**src/rtl/ps2_pkg.sv**
```systemverilog
// ps2_pkg: shared FSM state type, scancode prefixes and default timeout for the PS/2 receiver.
package ps2_pkg;
    typedef enum logic [1:0] {IDLE, DATA, PARITY, STOP} state_e;
    localparam logic [7:0] PS2_EXT = 8'hE0;
    localparam logic [7:0] PS2_BRK = 8'hF0;
    localparam int TIMEOUT_CYC_DEF = 50000;
endpackage

```
**src/rtl/ps2_rx_ctrl_if.sv**
```systemverilog
// ps2_rx_ctrl_if: PS/2 pins in, decoded key events out.
interface ps2_rx_ctrl_if;
    logic       ps2_clk;
    logic       ps2_data;
    logic [7:0] key_code;
    logic       key_ext;
    logic       key_break;
    logic       key_valid;
    logic       frame_err;
    modport master (output ps2_clk, ps2_data, input key_code, key_ext, key_break, key_valid, frame_err);
    modport slave  (input ps2_clk, ps2_data, output key_code, key_ext, key_break, key_valid, frame_err);
endinterface

```
**src/rtl/ps2_sync_edge.sv**
```systemverilog
// ps2_sync_edge: synchronizes the PS/2 pins into clk and flags falling edges of the PS/2 clock.
module ps2_sync_edge #(
    parameter int SYNC_STAGES = 2
) (
    input  logic clk,
    input  logic rst_n,
    input  logic ps2_clk_i,
    input  logic ps2_data_i,
    output logic sync_data_o,
    output logic fall_pulse_o
);
    logic [SYNC_STAGES-1:0] clk_q, data_q;
    logic prev_q;
    always_ff @(posedge clk or negedge rst_n) begin
        if (!rst_n) begin
            clk_q  <= '1;
            data_q <= '1;
            prev_q <= 1'b1;
        end else begin
            clk_q  <= {clk_q[SYNC_STAGES-2:0], ps2_clk_i};
            data_q <= {data_q[SYNC_STAGES-2:0], ps2_data_i};
            prev_q <= clk_q[SYNC_STAGES-1];
        end
    end
    assign sync_data_o  = data_q[SYNC_STAGES-1];
    assign fall_pulse_o = prev_q & ~clk_q[SYNC_STAGES-1];
endmodule

```
**src/rtl/ps2_rx_ctrl.sv**
```systemverilog
// ps2_rx_ctrl: PS/2 keyboard frame receiver with E0/F0 prefix folding and inter-edge timeout.
module ps2_rx_ctrl
    import ps2_pkg::*;
#(
    parameter int TIMEOUT_CYC = TIMEOUT_CYC_DEF,
    parameter int SYNC_STAGES = 2
) (
    input logic clk,
    input logic rst_n,
    ps2_rx_ctrl_if.slave bus
);
    localparam int TW = (TIMEOUT_CYC > 1) ? $clog2(TIMEOUT_CYC) : 1;

    logic sdata, fall, timeout, par_ok;
    state_e state_q, state_d;
    logic [2:0] bit_q, bit_d;
    logic [7:0] byte_q, byte_d, code_q, code_d;
    logic [TW-1:0] tmo_q, tmo_d;
    logic par_q, par_d, ext_q, ext_d, brk_q, brk_d;
    logic kext_q, kext_d, kbrk_q, kbrk_d, valid_q, valid_d, err_q, err_d;

    ps2_sync_edge #(.SYNC_STAGES(SYNC_STAGES)) u_sync (
        .clk(clk), .rst_n(rst_n), .ps2_clk_i(bus.ps2_clk), .ps2_data_i(bus.ps2_data),
        .sync_data_o(sdata), .fall_pulse_o(fall)
    );

    assign timeout = tmo_q == TW'(TIMEOUT_CYC - 1);
    assign par_ok  = sdata & (^byte_q ^ par_q);

    always_comb begin
        state_d = state_q;
        bit_d   = bit_q;
        byte_d  = byte_q;
        par_d   = par_q;
        ext_d   = ext_q;
        brk_d   = brk_q;
        code_d  = code_q;
        kext_d  = kext_q;
        kbrk_d  = kbrk_q;
        valid_d = 1'b0;
        err_d   = 1'b0;
        tmo_d   = (state_q == IDLE || fall) ? '0 : tmo_q + TW'(1);
        if (fall) begin
            case (state_q)
                IDLE: if (!sdata) begin
                    state_d = DATA;
                    bit_d   = 3'd0;
                end
                DATA: begin
                    byte_d  = {sdata, byte_q[7:1]};
                    bit_d   = bit_q + 3'd1;
                    state_d = (bit_q == 3'd7) ? PARITY : DATA;
                end
                PARITY: begin
                    par_d   = sdata;
                    state_d = STOP;
                end
                default: begin
                    state_d = IDLE;
                    // Prefixes only arm flags; anything else completes a key event and consumes them.
                    if (par_ok && byte_q == PS2_EXT) ext_d = 1'b1;
                    else if (par_ok && byte_q == PS2_BRK) brk_d = 1'b1;
                    else begin
                        valid_d = par_ok;
                        err_d   = ~par_ok;
                        code_d  = par_ok ? byte_q : code_q;
                        kext_d  = par_ok ? ext_q : kext_q;
                        kbrk_d  = par_ok ? brk_q : kbrk_q;
                        ext_d   = 1'b0;
                        brk_d   = 1'b0;
                    end
                end
            endcase
        end else if (state_q != IDLE && timeout) begin
            state_d = IDLE;
            tmo_d   = '0;
            err_d   = 1'b1;
            ext_d   = 1'b0;
            brk_d   = 1'b0;
        end
    end

    always_ff @(posedge clk or negedge rst_n) begin
        if (!rst_n) begin
            state_q <= IDLE;
            bit_q   <= '0;
            byte_q  <= '0;
            par_q   <= 1'b0;
            tmo_q   <= '0;
            ext_q   <= 1'b0;
            brk_q   <= 1'b0;
            code_q  <= '0;
            kext_q  <= 1'b0;
            kbrk_q  <= 1'b0;
            valid_q <= 1'b0;
            err_q   <= 1'b0;
        end else begin
            state_q <= state_d;
            bit_q   <= bit_d;
            byte_q  <= byte_d;
            par_q   <= par_d;
            tmo_q   <= tmo_d;
            ext_q   <= ext_d;
            brk_q   <= brk_d;
            code_q  <= code_d;
            kext_q  <= kext_d;
            kbrk_q  <= kbrk_d;
            valid_q <= valid_d;
            err_q   <= err_d;
        end
    end

    assign bus.key_code  = code_q;
    assign bus.key_ext   = kext_q;
    assign bus.key_break = kbrk_q;
    assign bus.key_valid = valid_q;
    assign bus.frame_err = err_q;
endmodule

```
**src/flat_wrapper.sv**
```systemverilog
// flat-port wrapper written by rule: the top's interface ports become plain ports
module ps2_rx_ctrl_flat import ps2_pkg::*;
#(
    parameter int TIMEOUT_CYC = TIMEOUT_CYC_DEF,
    parameter int SYNC_STAGES = 2
)
  (clk, rst_n, bus_ps2_clk, bus_ps2_data, bus_key_code, bus_key_ext, bus_key_break, bus_key_valid, bus_frame_err);
  ps2_rx_ctrl_if bus_i ();
  input logic clk;
  input logic rst_n;
  input wire logic [$bits(bus_i.ps2_clk)-1:0] bus_ps2_clk;
  input wire logic [$bits(bus_i.ps2_data)-1:0] bus_ps2_data;
  output wire logic [$bits(bus_i.key_code)-1:0] bus_key_code;
  output wire logic [$bits(bus_i.key_ext)-1:0] bus_key_ext;
  output wire logic [$bits(bus_i.key_break)-1:0] bus_key_break;
  output wire logic [$bits(bus_i.key_valid)-1:0] bus_key_valid;
  output wire logic [$bits(bus_i.frame_err)-1:0] bus_frame_err;
  assign bus_i.ps2_clk = bus_ps2_clk;
  assign bus_i.ps2_data = bus_ps2_data;
  assign bus_key_code = bus_i.key_code;
  assign bus_key_ext = bus_i.key_ext;
  assign bus_key_break = bus_i.key_break;
  assign bus_key_valid = bus_i.key_valid;
  assign bus_frame_err = bus_i.frame_err;
  ps2_rx_ctrl #(.TIMEOUT_CYC(TIMEOUT_CYC), .SYNC_STAGES(SYNC_STAGES)) u_core (.clk(clk), .rst_n(rst_n), .bus(bus_i));
endmodule
```
**config.mk**
```make
export PLATFORM = sky130hd
export DESIGN_NAME = ps2_rx_ctrl_flat
export DESIGN_NICKNAME = d
export VERILOG_FILES = /design/src/rtl/ps2_pkg.sv /design/src/rtl/ps2_rx_ctrl_if.sv /design/src/rtl/ps2_sync_edge.sv /design/src/rtl/ps2_rx_ctrl.sv /design/src/flat_wrapper.sv
export SDC_FILE = /design/constraint.sdc
export NUM_CORES = 1
export LEC_CHECK = 0
export CAP_MARGIN = 15
export CORE_MARGIN = 3
export CORE_UTILIZATION = 60
export CTS_CLUSTER_DIAMETER = 80
export CTS_CLUSTER_SIZE = 10
export DETAILED_ROUTE_END_ITERATION = 10
export PLACE_DENSITY = 0.85
export SYNTH_ARGS = -nofsm -noshare
export SYNTH_HDL_FRONTEND = slang
export SYNTH_SLANG_ARGS = --single-unit
```
**constraint.sdc**
```tcl
create_clock -name clk -period 4.57 [get_ports clk]
set_clock_uncertainty 0.2 [all_clocks]
set_input_delay 0.457 -clock clk [delete_from_list [all_inputs] [get_ports clk]]
set_output_delay 0.457 -clock clk [all_outputs]
set_load 0.02 [all_outputs]
```
Yosys cells after proc, flatten, opt, wreduce, memory -nomap -nowiden:

Cells that the tools add are included.

* register bits: 49

* bitwise logic cells: 8
* eq/ne operators: 11
* mux-type cells: 28
* reductions and logical operators: 17
* add/subtract/negate cells: 2

Operators with widths (number)
* 2-to-1 mux 16 bit: 3
* 2-to-1 mux 1 bit: 18
* adder 16 x 1 -> 16 bit, second input constant: 1
* == test 16 bit, second input constant: 1
* == test 8 bit, second input constant: 2
* AND reduction 3 bit: 3
* 2-to-1 mux 2 bit: 4
* XOR reduction 8 bit: 1
* != test 2 bit, second input constant: 3
* != test 3 bit, second input constant: 2
* one-hot mux 2 bit (3 select lines): 1
* one-hot mux 3 bit (2 select lines): 1
* AND reduction 2 bit: 3
* nonzero test 2 bit: 3
* inverter 1 bit: 5
* AND reduction 5 bit: 1
* adder 3 x 1 -> 3 bit, second input constant: 1
* == test 3 bit, second input constant: 1
* logical AND 1 bit: 3
* 2-to-1 mux 3 bit: 1
* OR reduction 3 bit: 1
* AND 1 bit: 2
* == test 2 x 1 -> 1 bit, second input constant: 1
* == test 2 bit, second input constant: 1
* other kinds (3): 3

Logic depth before layout (Yosys ltp):

Gate-level depths: netlist of run 1.

* depth after elaboration: 8
* mapped depth: 8
* depth with buffers taken out: 7

By module:

A second synthesis of run 1 with hierarchy kept.

* cell total of the unflattened synthesis: 189
* area total of the unflattened synthesis: 2222.1 sq um

Modules (own cells, without submodules)
* ps2_rx_ctrl: times used 1, seq. area each 1101.1 sq um, area each 2077.0 sq um, cells each 183
* ps2_sync_edge: times used 1, seq. area each 131.4 sq um, area each 145.1 sq um, cells each 6

Worst setup path after synthesis of run 1:

No wires, ideal clock.

* path kind: flip-flop to flip-flop
* from: reg u_core.byte_q[4]
* to: reg u_core.kbrk_q, in the netlist u_core.bus.key_break
* buffers on the path: 1
* library setup time: 0.125 ns
* required time: 4.245 ns
* period minus slack after synthesis: 2.277 ns
* arrival: 1.952 ns
* path slack: 2.293 ns
* cell stages (with the launch flop): 9
* cells stage by stage: dfrtp_1 inv_1 ha_1 xnor2_1 xnor3_1 and2_1 nand3_1 buf_4 mux2_2

* word-level cells in the longest chain between the ends: 6
* elaborated cells on any way between the ends: 10
* those cells by class: 2 x eq/ne; 4 x bitwise; 4 x reduce/logical

RTL lines
* start: declaration: RTL line ps2_rx_ctrl.sv:17 `logic [7:0] byte_q, byte_d, code_q, code_d;`
* start signal: assignment: RTL line ps2_rx_ctrl.sv:100 `byte_q <= byte_d;`
* XOR reduction 8 bit: RTL line ps2_rx_ctrl.sv:28 `assign par_ok = sdata & (^byte_q ^ par_q);`
* XOR 1 bit: RTL line ps2_rx_ctrl.sv:28
* AND 1 bit: RTL line ps2_rx_ctrl.sv:28
* logical AND 1 bit (on tied branches): RTL line ps2_rx_ctrl.sv:61, ps2_rx_ctrl.sv:62
* inverter 1 bit (no line)
* AND reduction 5 bit (no line) (*)
* end signal: assignment: RTL line ps2_rx_ctrl.sv:107 `kbrk_q <= kbrk_d;`
* end: declaration: RTL line ps2_rx_ctrl.sv:20 `logic kext_q, kext_d, kbrk_q, kbrk_d, valid_q, valid_d, err_q, err_d;`

Every way passes the cells marked *; elsewhere a longest branch is shown, timed or not.
A chain may end at the register's enable or synchronous reset.

Worst setup path after layout of run 1:

* from: reg u_core.byte_q[4]
* to: reg u_core.code_q[0], in the netlist u_core.bus.key_code[0]

* word-level cells in the longest chain between the ends: 6
* elaborated cells on any way between the ends: 10
* those cells by class: 2 x eq/ne; 4 x bitwise; 4 x reduce/logical

RTL lines
* XOR reduction 8 bit: RTL line ps2_rx_ctrl.sv:28
* XOR 1 bit: RTL line ps2_rx_ctrl.sv:28
* AND 1 bit: RTL line ps2_rx_ctrl.sv:28
* logical AND 1 bit (on tied branches): RTL line ps2_rx_ctrl.sv:61, ps2_rx_ctrl.sv:62
* inverter 1 bit (no line)
* AND reduction 5 bit (no line) (*)
* end signal: assignment: RTL line ps2_rx_ctrl.sv:105 `code_q <= code_d;`
* end: declaration: RTL line ps2_rx_ctrl.sv:17

Marked as above.

==> results of run 1 <==
## worst register-to-register path, delay by kind of cell (launching register included)
kind	cells	cell delay, ps
AND/OR/NAND/NOR	2	570
adder cells (fa/ha/maj)	1	310
buffers and inverters	1	80
XOR/XNOR	2	530
multiplexers	1	410
flip-flops	1	410
## power by group through the flow
stage                     clock network, mW  logic (mW)  registers, mW
after floorplan                           0       0.170          0.509
final                                 0.239       0.205          0.515
after CTS                             0.246       0.206          0.515
after global placement                    0       0.196          0.515
after detailed placement                  0       0.205          0.523
after global routing                  0.265       0.229          0.520
## registers in the layout, summed over array words and instances (netlist names), 2 cells and up
signal and cells:
u_core.u_sync.data_q 2, u_core.bit_q 3, u_core.byte_q 8, u_core.bus.key_code 8, u_core.state_q 2, u_core.tmo_q 16
u_core.u_sync.clk_q 2
## per-layer routing
metal | share of wire, % | up-vias | track usage [%]
met5 | 0 | - | 0
met4 | 1.6 | 0 | 11.2
met3 | 3.6 | 6 | 4.72
met2 | 49 | 35 | 30.4
met1 | 46 | 720 | 25.7
li1 | - | 682 | -
## placed cells by master (no fill, tap or decap), types with 2 or more instances in the layout
cell             instances
clkinv_2                 2
inv_1                    9
xnor2_1                  7
dfrtp_1                 44
xor2_1                   9
clkdlybuf4s50_1         14
and3_1                   3
nor4_1                   2
o21ai_0                 12
dfstp_2                  5
nor3_1                   2
mux2_2                  15
nand2b_1                 2
ha_1                     8
a22o_1                   2
nand2_1                 16
nand3_1                 11
and2_1                   2
clkbuf_8                 5
nor2_1                  24
## layout make-up
type                       count  area, µm²
tap                           46       57.6
clock buffer                   6       72.6
inverter                       9       33.8
fill                         243        981
clock inverter                 2       10.0
multi-input combinational    129        910
timing repair buffer          15        145
sequential                    49       1230
## logic make-up (layout without fill, tap and decap cells)
logic type                 after synthesis  count (layout)  synth area share (%)
adders and majority gates                8               8                  4.53
buffers and inverters                   14              32                  3.06
and+or+nand+nor                         70              70                  16.2
AOI/OAI and AO/OA                       19              19                  5.44
DFF                                     49              49                  55.8
muxes                                   15              15                  7.64
xor gates and xnor gates                17              17                  7.36
## how the worst min path moves through the flow
stage | from | endpoint
after global placement | u_core.u_sync.data_q[0] | u_core.u_sync.data_q[1]
final | rst_n | u_core.tmo_q[5]
after global routing | u_core.u_sync.data_q[0] | u_core.u_sync.data_q[1]
after detailed placement | u_core.u_sync.data_q[0] | u_core.u_sync.data_q[1]
after CTS | rst_n | u_core.tmo_q[5]
after floorplan | rst_n | u_core.bit_q[0]
## per-stage QoR
step                      util (%)  setup slack (ps)  area [µm²]  total power [mW]
final                         71.5              1950        2460             0.959
after global routing          71.5              1800        2460              1.01
after CTS                     71.5              1940        2460             0.966
after detailed placement      69.1              1950        2380             0.728
after global placement        69.1              2070        2380             0.711
after floorplan                  -              2290        2210             0.680
==> results.json, run 1 <==
{
  "r2r_cells": 7,
  "synth_fp_nets": 204,
  "power_switching_uw": 269,
  "drtPass1Iterations": 4,
  "cts_tree": "yes",
  "track_usage_pct": 19.8,
  "synth_cells": 192,
  "rsz0062_at_grt": "false",
  "ys_top_cells_by_count": "dfrtp_1 (44), nor2_1 (24), nand2_1 (16), mux2_2 (15), o21ai_0 (12)",
  "worst_pin_slew_ps": 1040,
  "r2r-start": "u_core.byte_q[4]",
  "avgSynthCellArea_um2": 11.5,
  "io_pins": 16,
  "slowest_delay_ps": 410,
  "place_inst": 248,
  "rr_endpoint": "u_core.bus.key_code[0]",
  "combinationalPowerShare_pct": 21.4,
  "ys_types": 34,
  "gp_congestion": 0.831,
  "yosys.cell_count.top_type": "dfrtp_1",
  "die_h_um": 66.7,
  "cts_resized": 0,
  "area_delta_synth_final_pct": 11.4,
  "dieArea_um2": 4450,
  "ir_drop_v": 0.000286,
  "port_buffers": 15,
  "viasPerCell": 5.64,
  "num_rows": 21,
  "die_w_um": 66.7,
  "hpwl_mm": 2.74,
  "cp_max_fo": 11,
  "core_area_um2": 3440,
  "maxCapViolCount": 0,
  "setup.worst_path.end": "u_core.bus.key_code[0]",
  "cp_num_buf_inv": 1,
  "clkLatencyLatePin_ps": 300,
  "via_count": 1443,
  "fmax_ghz": 0.382,
  "power-per-cell-area_nw_per_um2": 389,
  "cts_root_buf": "clkbuf_8",
  "routed_wl_mm": 3.83,
  "clock_sinks": 49,
  "reg2reg_slack_ps": 1950,
  "cp-startpoint": "u_core.byte_q[4]",
  "clkPwrFrac_pct": 24.9,
  "post-route-period-util_pct": 57.3,
  "clk_path_buf_depth": 2,
  "hold_class": "in2async",
  "critPathTopFamily": "simple AND/OR/NAND/NOR gates",
  "drtAntennaViolNets": 0,
  "synth_edf_count": 0,
  "switching_share_pct": 28.0,
  "yosysWarnings": 0,
  "synth_area_leaders": "dfrtp_1 (50%), mux2_2 (7.6%), dfstp_2 (5.9%)",
  "p_int_uw": 690,
  "fin_crit_ps": 2620,
  "post_cts_buffers": 0,
  "finalSetupViolations": 0,
  "postSynth.asyncResetShare_pct": 100,
  "drc_errors": 0,
  "status": "complete, no violations",
  "diodes": 0,
  "cts_buffers": 5,
  "cp-end-kind": "flip-flop",
  "cp_cell_sequence": "inv_1 -> ha_1 -> xnor2_1 -> xnor3_1 -> and2_1 -> nand3_1 -> mux2_2",
  "report.final.slew_viol_count": 0,
  "ys.flop_type": "dfrtp_1",
  "first_iter_violations": 57,
  "worstSetupStartpointType": "flip-flop",
  "leakagePower_nw": 1.13,
  "arrival_ps": 2600,
  "ys_ff_latch": 49,
  "synth_top_area_share_pct": 49.8,
  "cts_htree_levels": 2,
  "grt_pass1_wl_mm": 6.49,
  "overflow": 0,
  "power_frac_seq_pct": 53.7,
  "final_nets": 221,
  "clk_pin_slew_ps": 80,
  "synth_top_cell_by_area": "dfrtp_1",
  "wl_per_cell_um": 14.9,
  "grt_pass1_vias": 1423,
  "postCtsHoldBufs": 0,
  "start_util_pct": 64.2,
  "stdcell_count": 256,
  "cp.depth": 7,
  "grt_start_max_net_pins": 50,
  "drive_above_1_share_pct": 15.2,
  "hold_viol": 0,
  "antenna_found_initial": 0,
  "cpMaxStageDelayCell": "dfrtp_1",
  "syn_area_um2": 2210,
  "setup_tns_ps": 0,
  "worstPathRequired_ps": 4560,
  "hold_slack_ps": 140,
  "path_class": "reg2reg",
  "ys_seq_area_share_pct": 55.8,
  "max-slew-margin-rel_pct": 30.8
}
Power figures use the tool's default switching activity.
==> inputs of run 2 (changes only) <==
- CORE_UTILIZATION: 60 -> 57
- PLACE_DENSITY: 0.85 -> 0.82
- clock period: 4.57 -> 2.5 ns (I/O delays scaled with it)
==> run 2 against run 1 <==
  * Setup slack got worse by 1800 ps
  * Non-clock buffer count up 7
  * Combinational power up 87%
  * Utilization rose by 2.0 points
  * Power grew 110%
  * Die area increased by 4.8%
  * Critical path depth increased by 1
  * Via count rose by 0.90%
  * Final area up 5.1%
  * Count of clock-buffer cells in the layout fell by 1
  * Highest routed layer unchanged
  * Clock power grew to 2.7 times the previous value
  * Sequential cell count stayed put
==> results.json, run 2 (same netlist as run 1, synthesis figures left out) <==
{
  "critPathTopFamily": "XOR/XNOR gates",
  "port_buffers": 15,
  "slowest_delay_ps": 390,
  "fmax_ghz": 0.422,
  "fin_crit_ps": 2370,
  "reg2reg_slack_ps": 130,
  "dieArea_um2": 4660,
  "multi_input_area_um2": 917,
  "die_w_um": 68.3,
  "rr_endpoint": "u_core.bus.key_code[0]",
  "max-slew-margin-rel_pct": 62.6,
  "fin_util_pct": 73.5,
  "hold_start": "bus_ps2_clk",
  "setup_tns_ps": 0,
  "cp.depth": 8,
  "worstPathRequired_ps": 2490,
  "hpwl_mm": 2.91,
  "gr-max-usage-layer": "met2",
  "overflow": 0,
  "antenna_found_initial": 0,
  "cts_root_buf": "clkbuf_8",
  "use_met2_pct": 32.1,
  "cpMaxStageDelayCell": "dfrtp_1",
  "power_mw": 1.97,
  "worstSetupStartpointType": "flip-flop",
  "drtAntennaViolNets": 0,
  "post-route-period-util_pct": 94.9,
  "largest_register_ffs": 16,
  "clkLatencyLatePin_ps": 300,
  "grt_pass1_vias": 1468,
  "setup.worst_path.end": "u_core.bus.key_code[0]",
  "cp_cell_sequence": "inv_1 -> ha_1 -> xnor2_2 -> xnor3_1 -> and2_1 -> nand3_1 -> buf_12 -> mux2_2",
  "cp-end-kind": "flip-flop",
  "use_met1_pct": 24.1,
  "drive_above_1_share_pct": 18.4,
  "final_nets": 228,
  "first_iter_violations": 102,
  "clk_path_buf_depth": 2,
  "mostFrequentLayoutCells": "dfrtp_1 (44), nor2_1 (24), nand2_1 (16)",
  "area_delta_synth_final_pct": 17.1,
  "num_rows": 21,
  "r2r_cells": 8,
  "fillers": 251,
  "grt_start_max_net_pins": 19,
  "hold_class": "in2reg",
  "final_common_cell": "dfrtp_1",
  "power-per-cell-area_nw_per_um2": 763,
  "wl_per_cell_um": 14.9,
  "status": "complete, no violations",
  "report.final.slew_viol_count": 0,
  "ff_latch_area_um2": 1230,
  "viasPerCell": 5.54,
  "die_h_um": 68.3,
  "cts_tree": "yes",
  "clk_pin_slew_ps": 80,
  "clock_sinks": 49,
  "met3_usage_pct": 6.24,
  "rsz0062_at_grt": "false",
  "leakagePower_nw": 1.20,
  "cp-startpoint": "u_core.byte_q[2]",
  "cts_htree_levels": 2,
  "finalSetupViolations": 0,
  "drc_errors": 0,
  "core_area_um2": 3520,
  "diodes": 0,
  "cts_buffers": 5,
  "worst_pin_slew_ps": 557,
  "routed_wl_mm": 3.92,
  "via_count": 1456,
  "grt_pass1_wl_mm": 6.69,
  "cp_num_buf_inv": 2,
  "hold_viol": 0,
  "track_usage_pct": 20.0,
  "path_class": "reg2reg",
  "r2r-start": "u_core.byte_q[2]",
  "arrival_ps": 2360,
  "cp_max_fo": 11,
  "regMostFlops": "u_core.tmo_q",
  "io_pins": 16,
  "ir_drop_v": 0.000577,
  "drtPass1Iterations": 4,
  "maxCapViolCount": 0,
  "gp_congestion": 0.769,
  "start_util_pct": 62.8
}
[run 2: how the worst min path moves through the flow]
stage | depth (start not counted) | to | slack, ps
2_1_floorplan | 0 | u_core.bit_q[0] | -250
3_3_place_gp | 1 | u_core.tmo_q[7] | -20
3_5_place_dp | 1 | u_core.tmo_q[9] | -10
4_1_cts | 1 | u_core.u_sync.clk_q[0] | 140
5_1_grt | 1 | u_core.u_sync.data_q[0] | 140
6_report | 1 | u_core.u_sync.clk_q[0] | 150
[run 2: repair_timing]
| item | CTS | global route |
|---|---|---|
| hold endpoints to repair | 16 | 0 |
| setup endpoints to repair | 0 | 10 |
| buffers inserted | 0 | 1 |
| resized for setup | 0 | 1 |
| hold buffers | 1 | 0 |
[run 2: cell type report]
class	instances	share of cell area [%]
Clock buffer	5	2.66
Timing Repair Buffer	22	8.22
Sequential cell	49	47.6
Clock inverter	3	2.51
Multi-Input combinational cell	129	35.4
Inverter	9	1.31
Tap cell	46	2.22
[run 2: through the flow]
stage	setup slack, ps	hold slack [ps]	cells	instance area, µm²
2_1_floorplan	223	-246	192	2210
3_3_place_gp	184	-17.2	253	2430
3_5_place_dp	99.0	-9.90	253	2430
4_1_cts	78.7	137	262	2570
5_1_grt	3.82	142	263	2590
6_report	128	150	263	2590
[run 2: report_power, final]
| group | internal (mW) | leakage (nW) | switching [mW] | total (mW) |
|---|---|---|---|---|
| clock network | 0.397 | 0.0681 | 0.253 | 0.650 |
| registers | 0.867 | 0.655 | 0.0729 | 0.940 |
| logic | 0.204 | 0.478 | 0.180 | 0.384 |
| total | 1.47 | 1.20 | 0.506 | 1.97 |
[run 2: metal layers]
layer  up-vias  wire length [µm]
met5         -                 0
met4         0                68
met3         9               158
met2        36              1970
met1       710              1720
li1        701                 -
==> inputs of run 3 (changes only) <==
- CTS_CLUSTER_SIZE: 10 -> 25
- SKIP_CTS_REPAIR_TIMING: unset -> 1
- SLEW_MARGIN: unset -> 10
==> run 3 against run 2 <==
  * Sequential share of layout area unchanged
  * Utilization unchanged
  * Global-route usage is 0.070 points lower
  * Largest cell class unchanged
  * Final cell count is the same
  * Via count rose by 0.55%
  * First-iteration DRC count decreased by 7.8%
  * Critical endpoint unchanged
==> results.json, run 3 (same netlist as run 1, synthesis figures left out) <==
{
  "clock_sinks": 49,
  "cp_num_buf_inv": 2,
  "overflow": 0,
  "maxCapViolCount": 0,
  "hold_slack_ps": 150,
  "worstSetupStartpointType": "flip-flop",
  "core_area_um2": 3520,
  "cp-startpoint": "u_core.byte_q[2]",
  "diodes": 0,
  "place_inst": 253,
  "reg2reg_slack_ps": 130,
  "place_area_um2": 2430,
  "rr_endpoint": "u_core.bus.key_code[0]",
  "stdcell_count": 263,
  "cpMaxStageDelayCell": "dfrtp_1",
  "port_buffers": 15,
  "setup_slack_ps": 128,
  "ir_drop_v": 0.000577,
  "cts_buffers": 5,
  "combinationalPowerShare_pct": 19.5,
  "largest_register_ffs": 16,
  "setup_tns_ps": 0,
  "worstPathRequired_ps": 2490,
  "viasPerCell": 5.57,
  "critPathTopFamily": "XOR/XNOR gates",
  "final_nets": 228,
  "drtPass1Iterations": 4,
  "start_util_pct": 62.8,
  "arrival_ps": 2360,
  "final_common_cell": "dfrtp_1",
  "max-slew-margin-rel_pct": 62.5,
  "report.final.slew_viol_count": 0,
  "die_h_um": 68.3,
  "area_delta_synth_final_pct": 17.1,
  "via_count": 1464,
  "first_iter_violations": 94,
  "power_switching_uw": 502,
  "grt_pass1_vias": 1456,
  "rsz0062_at_grt": "false",
  "p_int_mw": 1.47,
  "cts_htree_levels": 2,
  "drtAntennaViolNets": 0,
  "final_cell_area_um2": 2590,
  "setup.worst_path.end": "u_core.bus.key_code[0]",
  "track_usage_pct": 19.9,
  "cts_root_buf": "clkbuf_8",
  "clkPwrFrac_pct": 32.8,
  "fmax_ghz": 0.422,
  "num_rows": 21,
  "power_frac_seq_pct": 47.7,
  "drc_errors": 0,
  "cp.depth": 8,
  "hpwl_mm": 2.91,
  "power-per-cell-area_nw_per_um2": 761,
  "cts_tree": "yes",
  "clkLatencyLatePin_ps": 300,
  "gp_congestion": 0.769,
  "dieArea_um2": 4660,
  "antenna_found_initial": 0,
  "r2r-start": "u_core.byte_q[2]",
  "io_pins": 16,
  "leakagePower_nw": 1.20,
  "r2r_cells": 8,
  "fin_crit_ps": 2370,
  "clk_pin_slew_ps": 80,
  "worst_pin_slew_ps": 557,
  "hold_viol": 0,
  "drive_above_1_share_pct": 18.4,
  "grt_pass1_wl_mm": 6.67,
  "fin_util_pct": 73.5,
  "regMostFlops": "u_core.tmo_q",
  "path_class": "reg2reg",
  "finalSetupViolations": 0,
  "status": "complete, no violations",
  "fillers": 251,
  "post-route-period-util_pct": 94.9,
  "mostFrequentLayoutCells": "dfrtp_1 (44), nor2_1 (24), nand2_1 (16)",
  "routed_wl_mm": 3.91,
  "die_w_um": 68.3,
  "grt_start_max_net_pins": 19,
  "cp-end-kind": "flip-flop",
  "post-place-ws_ps": 99.0,
  "cp_max_fo": 11,
  "hold_class": "in2reg",
  "switching_share_pct": 25.5,
  "clk_path_buf_depth": 2,
  "cp_cell_sequence": "inv_1 -> ha_1 -> xnor2_2 -> xnor3_1 -> and2_1 -> nand3_1 -> buf_12 -> mux2_2",
  "wl_per_cell_um": 14.9,
  "slowest_delay_ps": 390,
  "power_mw": 1.97
}
==> run 3: cell counts in the layout (fill, tap and decap cells not counted) <==
Identical to the previous run, type by type.
==> run 3: layout make-up <==
class                   instances  area, µm²  area share, %
clock inverters                 3       65.1           2.51
well taps                      46       57.6           2.22
clock buffers                   5       68.8           2.66
multi-input cells             129        917           35.4
flip-flops and latches         49       1230           47.6
repair buffers                 22        213           8.22
inverters                       9       33.8           1.31
==> run 3: layer usage <==
metal  GRT usage, %  up-vias  wire length, µm
met2           31.9       38             1970
li1               -      701                -
met1           24.1      715             1700
met3           6.24       10              156
met4           10.4        0               85
met5              0        -                0
==> run 3: worst min-delay path by stage <==
stage                 startpoint                       to  slack [ps]  cells past startpoint
detailed placement         rst_n          u_core.tmo_q[9]         -10                      1
CTS                        rst_n          u_core.tmo_q[9]        -340                      1
global route        bus_ps2_data  u_core.u_sync.data_q[0]         140                      1
finish               bus_ps2_clk   u_core.u_sync.clk_q[0]         150                      1
global placement           rst_n          u_core.tmo_q[7]         -20                      1
floorplan                  rst_n          u_core.bit_q[0]        -250                      0
==> run 3: power by group through the flow <==
stage | Sequential, mW | Combinational, mW | Clock (mW)
floorplan | 0.931 | 0.311 | 0
global placement | 0.944 | 0.364 | 0
detailed placement | 0.953 | 0.387 | 0
CTS | 0.940 | 0.392 | 0.665
global route | 0.955 | 0.434 | 0.699
finish | 0.940 | 0.383 | 0.646
==> run 3: worst register-to-register path, delay by kind of cell (launching register included) <==
family        cells  cell delay (ps)
xor+xnor          2              510
fa+ha+maj         1              320
buf+inv           2              220
flops             1              390
mux               1              340
simple gates      2              290
